`config.mk`:
```
export PLATFORM = sky130hd
export DESIGN_NAME = instruction_fetch_unit
export DESIGN_NICKNAME = d
export VERILOG_FILES = /design/src/rtl/instruction_fetch_unit.sv
export SDC_FILE = /design/constraint.sdc
export NUM_CORES = 1
export LEC_CHECK = 0
export CAP_MARGIN = 25
export CORE_MARGIN = 1
export CORE_UTILIZATION = 35
export DETAILED_ROUTE_END_ITERATION = 8
export HOLD_SLACK_MARGIN = 0.12
export MAX_ROUTING_LAYER = met4
export SLEW_MARGIN = 20
export SYNTH_ARGS = -nofsm -noshare
export SYNTH_HDL_FRONTEND = slang
export SYNTH_SLANG_ARGS = --single-unit
```
`constraint.sdc`:
```
create_clock -name clk_i -period 3.4 [get_ports clk_i]
set_input_delay 0.68 -clock clk_i [delete_from_list [all_inputs] [get_ports clk_i]]
set_output_delay 0.68 -clock clk_i [all_outputs]
set_load 0.01 [all_outputs]
```
`src/rtl/instruction_fetch_unit.sv`:
```
// Thumb instruction fetch unit: two-line (CUR/NEXT) word buffer with demand
// fetch and sequential prefetch over a single-outstanding memory read port.
`timescale 1ns/1ps
module instruction_fetch_unit #(
  parameter int WORD = 32
) (
  input  logic            clk_i,
  input  logic            reset_n_i,
  input  logic [WORD-1:0] program_counter_i,
  input  logic            flush_i,
  output logic            mem_req_o,
  output logic [WORD-1:0] mem_addr_o,
  input  logic            mem_ack_i,
  input  logic [WORD-1:0] mem_rdata_i,
  output logic [15:0]     instr_o,
  output logic            instr_valid_o,
  output logic            fetch_stall_o
);

  localparam int TW = WORD - 2;

  typedef enum logic [1:0] {IDLE, FETCH, PREFETCH} state_t;

  state_t          state_q, state_d;
  logic [TW-1:0]   req_tag_q, req_tag_d;
  logic            drop_q, drop_d;
  logic            cur_valid_q, cur_valid_d;
  logic [TW-1:0]   cur_tag_q, cur_tag_d;
  logic [WORD-1:0] cur_data_q, cur_data_d;
  logic            nxt_valid_q, nxt_valid_d;
  logic [TW-1:0]   nxt_tag_q, nxt_tag_d;
  logic [WORD-1:0] nxt_data_q, nxt_data_d;

  logic [TW-1:0]   pc_tag;
  logic [TW-1:0]   cur_tag_inc;
  logic            cur_hit, nxt_hit, nxt_is_seq, any_hit, accept;
  logic [WORD-1:0] hit_word;
  logic            unused_pc0;

  assign unused_pc0  = program_counter_i[0];
  assign pc_tag      = program_counter_i[WORD-1:2];
  assign cur_tag_inc = cur_tag_q + {{(TW-1){1'b0}}, 1'b1};
  assign cur_hit     = cur_valid_q && (cur_tag_q == pc_tag);
  assign nxt_hit     = !cur_hit && nxt_valid_q && (nxt_tag_q == pc_tag);
  assign nxt_is_seq  = nxt_valid_q && (nxt_tag_q == cur_tag_inc);
  assign accept      = (state_q != IDLE) && mem_ack_i;

  // Hits are masked during a redirect so the pipeline never sees a stale word.
  assign any_hit       = (cur_hit || nxt_hit) && !flush_i;
  assign hit_word      = cur_hit ? cur_data_q : nxt_data_q;
  assign instr_valid_o = any_hit;
  assign fetch_stall_o = !any_hit;
  assign instr_o       = !any_hit ? 16'h0000 :
                         (program_counter_i[1] ? hit_word[31:16] : hit_word[15:0]);
  assign mem_req_o     = (state_q != IDLE);
  assign mem_addr_o    = mem_req_o ? {req_tag_q, 2'b00} : '0;

  always_comb begin
    state_d     = state_q;
    req_tag_d   = req_tag_q;
    drop_d      = drop_q;
    cur_valid_d = cur_valid_q;
    cur_tag_d   = cur_tag_q;
    cur_data_d  = cur_data_q;
    nxt_valid_d = nxt_valid_q;
    nxt_tag_d   = nxt_tag_q;
    nxt_data_d  = nxt_data_q;

    case (state_q)
      IDLE: begin
        if (!flush_i) begin
          if (!cur_hit && !nxt_hit) begin
            state_d   = FETCH;
            req_tag_d = pc_tag;
          end else if (cur_hit && !nxt_is_seq) begin
            state_d   = PREFETCH;
            req_tag_d = cur_tag_inc;
          end
        end
      end
      FETCH, PREFETCH: begin
        // A flush coinciding with the ack discards the word directly, so no drop flag is left behind.
        if (mem_ack_i) begin
          state_d = IDLE;
          drop_d  = 1'b0;
        end else if (flush_i) begin
          drop_d = 1'b1;
        end
      end
      default: state_d = IDLE;
    endcase

    if (nxt_hit) begin
      cur_valid_d = 1'b1;
      cur_tag_d   = nxt_tag_q;
      cur_data_d  = nxt_data_q;
      nxt_valid_d = 1'b0;
    end

    if (accept && !drop_q && !flush_i) begin
      if (state_q == FETCH || req_tag_q == pc_tag) begin
        cur_valid_d = 1'b1;
        cur_tag_d   = req_tag_q;
        cur_data_d  = mem_rdata_i;
      end else begin
        nxt_valid_d = 1'b1;
        nxt_tag_d   = req_tag_q;
        nxt_data_d  = mem_rdata_i;
      end
    end

    if (flush_i) begin
      cur_valid_d = 1'b0;
      nxt_valid_d = 1'b0;
    end
  end

  always_ff @(posedge clk_i) begin
    if (!reset_n_i) begin
      state_q     <= IDLE;
      req_tag_q   <= '0;
      drop_q      <= 1'b0;
      cur_valid_q <= 1'b0;
      cur_tag_q   <= '0;
      cur_data_q  <= '0;
      nxt_valid_q <= 1'b0;
      nxt_tag_q   <= '0;
      nxt_data_q  <= '0;
    end else begin
      state_q     <= state_d;
      req_tag_q   <= req_tag_d;
      drop_q      <= drop_d;
      cur_valid_q <= cur_valid_d;
      cur_tag_q   <= cur_tag_d;
      cur_data_q  <= cur_data_d;
      nxt_valid_q <= nxt_valid_d;
      nxt_tag_q   <= nxt_tag_d;
      nxt_data_q  <= nxt_data_d;
    end
  end

endmodule

```
==> results by group <==
Yosys
  • Seq/Total Area, Yosys: 32.2%
  • Asr flop ratio synth: 0%
  • Top FF cell, synth: dfxtp_1
  • Cell Area, Synth: 0.00988 sq mm
  • Syn. warnings: 0
  • Mapped Avg Cell Area: 8.69 sq um
  • Cell variety after synth: 64
  • Register bit total from synthesis: 159
  • Post-Syn Instances: 1137
  • Post-synth EDFFs: 0

Floorplan
  • Starting Density: 35.6%
  • Core area: 0.0278 sq mm
  • Io pins: 119
  • Die Wd: 170 um
  • Rows: 61
  • Die area: 0.0289 sq mm
  • Die Ht: 170 um

Setup path
  • CP Launch Type: primary input
  • Worst reg2reg endpoint: req_tag_q[19]
  • CP cell instances: buf_8 > xnor2_2 > buf_4 > nand4_1 > or4_4 > nor4_4 > buf_4 > mux4_2 > nor2b_4 > buf_6
  • CP Data Arrival Time: 2.97 ns
  • Critical Path Start: program_counter_i[31]
  • CP max stage delay: 0.55 ns
  • Crit path max fanout: 2
  • Slowest cell on crit path: or4_4
  • Worst r2r src: cur_tag_q[8]
  • CP Data Required Time: 2.72 ns
  • Critical path class: primary input to primary output
  • CP endpoint kind: primary output
  • R2R setup slack: 0.10 ns
  • Critical Path End: instr_o[15]
  • Critical path's most frequent cell: buf_4
  • FF-to-FF path depth: 12

STA
  • Clk_skew: 0.0231 ns
  • Final setup fails: 16
  • RSZ-0062 raised after global routing: true
  • Max-slew violations: 0
  • Slew headroom: 53.1%
  • Tmin final: 3.65 ns
  • Tightest Pin Transition: 0.697 ns
  • Period utilization: 107%
  • PnR worst setup slack: -0.246 ns
  • Fin. Hold Viols: 0
  • Maximum clock frequency: 274 MHz

Clock network
  • H-tree levels: 4
  • Worst-case clock buffer depth: 2
  • Worst-path clk slew: 0.08 ns
  • Clk root buf: clkbuf_16
  • Worst skew pair latency: 0.45 ns
  • CTS Buf Count: 17
  • Clock sink total: 159
  • CTS tree: yes

Placement
  • RePlAce Congestion: 1.01
  • PortBufs: 115
  • Number of placed instances, taps included: 1739
  • Detailed placement HPWL: 27200 um
  • Placed inst area: 0.0128 sq mm

Global route
  • First-pass GRT wire length: 54800 um
  • Busiest layer in global routing: met2
  • GRT overflow: 0
  • Global Route met2 Usage: 41.0%
  • Grt met3 use: 4.91%
  • Initial antenna violation count: 1
  • Largest net degree at the start of global routing: 36
  • Vias in the first global route: 9156
  • Routing usage on met1: 33.3%
  • Global Route Usage Sum: 26.1%

Power and ir drop
  • Worst vdd ir: 0.000234 V
  • Total Power: 0.00482 W
  • PD cells: 343 mW/mm^2
  • Leak Pwr: 5.15 nW

Final layout
  • Final Util: 50.6%
  • Ratio of cells with drive above 1 in the final layout: 27.9%
  • Fin cells: 1786
  • Final Instance Area: 0.0140 sq mm
  • Nets: 1465
  • Fillers: 2626
  • Synth-to-Final Area Change: 42.1%

Outcome
  • Status: complete, but fails checks
  • Failing checks: setup timing

Worst hold path
  • Min-Delay Path Class: flip-flop to flip-flop
  • Hold path start: req_tag_q[26]

Job
  • Max-Cap Viols: 0

Routing
  • Total Routed Length: 36000 um
  • Detail Route Antenna Nets: 0
  • Via count: 9571
  • Drt first pass iters: 7
  • Mean routed wirelength per cell: 20.2 um
  • Avg Vias per Cell: 5.36
  • Drt drc: 0
  • Violation count after the first detailed-route iteration: 781
-- state kept, by name, indices dropped and copies added (netlist names) --
name and flops:
cur_tag_q 30, nxt_data_q 32, drop_q 1, cur_data_q 32
state_q 2, nxt_valid_q 1, req_tag_q 30, nxt_tag_q 30
cur_valid_q 1
-- layout by cell type (no fill, tap or decap), types with 4 or more instances in the layout --
cell type	Yosys	final
a211oi_1	63	63
a21oi_1	13	13
a31oi_1	7	7
and3_1	6	5
and4_1	5	5
buf_12	0	15
buf_2	18	18
buf_4	5	194
buf_6	2	22
clkbuf_16	0	17
clkbuf_2	0	5
clkdlybuf4s50_1	0	66
clkinv_8	0	8
dfxtp_1	159	150
dfxtp_2	0	8
dlygate4sd2_1	0	8
inv_1	16	13
inv_12	0	4
mux2i_1	148	148
mux4_2	15	16
nand2_1	66	65
nand2b_1	6	4
nand3_1	24	20
nand4_1	38	38
nor2_1	163	161
nor2b_1	56	43
nor2b_4	0	13
nor3_1	11	10
nor4_1	17	12
nor4_2	4	5
nor4_4	1	5
o211ai_1	21	21
o21ai_0	11	10
o21ai_1	5	6
o22ai_1	4	4
xnor2_1	97	75
xnor2_2	0	20
xor2_1	36	36
-- stage by stage --
stage          hold WS [ns]  worst slack, ns  setup TNS, ns
6_report              0.521           -0.246          -1.81
5_1_grt               0.540           -0.256          -2.18
4_1_cts               0.515           -0.357          -3.80
3_5_place_dp          0.503            -1.12         -56.30
3_3_place_gp          0.491            -1.15         -53.60
2_1_floorplan         0.473           0.0168              0
-- cell type report --
cell class              instances  area, sq um  share of cell area [%]
multi-input cells             868         6770                    48.2
well taps                     378          473                    3.37
clock buffers                  17          425                    3.03
flip-flops and latches        159         3200                    22.8
repair buffers                331         2890                    20.6
clock inverters                15          221                    1.58
inverters                      17         68.8                   0.490
diodes                          1         2.50                  0.0178
-- cells in the mapped netlist, types with 18 or more instances --
master,number,area (sq um)
mux2i_1,148,1480
nor2b_1,56,350
buf_2,18,90.1
xnor2_1,97,850
nand4_1,38,238
o211ai_1,21,158
xor2_1,36,315
nor2_1,163,612
nand3_1,24,120
nand2_1,66,248
clkbuf_1,64,240
dfxtp_1,159,3180
a211oi_1,63,473
-- worst min-delay path by stage --
| stage | end | slack [ns] | cells after the start |
|---|---|---|---|
| final | req_tag_q[26] | 0.52 | 2 |
| after detailed placement | nxt_data_q[15] | 0.50 | 2 |
| after global placement | state_q[0] | 0.49 | 2 |
| after CTS | drop_q | 0.51 | 2 |
| after floorplan | state_q[0] | 0.47 | 2 |
| after global routing | state_q[0] | 0.54 | 2 |
-- critical path, delay by kind of cell --
family	cells	cell delay (ns)
buf+inv	4	0.57
mux	1	0.49
simple gates	4	1.06
xor+xnor	1	0.16
-- timing repair --
action                     in CTS  in global routing
resized for setup             219                 75
gates cloned                    1                  0
buffers inserted               10                  8
pin swaps                      38                 31
hold buffers                    0                  0
setup endpoints to repair      50                 50
-- routing by layer --
metal	routed length (um)	vias up
li1	-	4559
met1	15600	4595
met2	16600	358
met3	2690	59
met4	1170	0
met5	0	-
-- report_power, final --
group	switching [W]	internal (W)
Sequential	0.0000640	0.00191
Combinational	0.000384	0.000377
Clock	0.00105	0.00103
-- logic make-up after synthesis --
family                     share of synthesized area, %
buffers and inverters                              4.79
muxes                                              18.8
xor gates and xnor gates                           12.0
adders and majority gates                         0.380
AOI/OAI and AO/OA                                  10.6
DFF                                                32.2
and+or+nand+nor                                    21.2
other                                            0.0379
(Power assumes the default switching activity.)
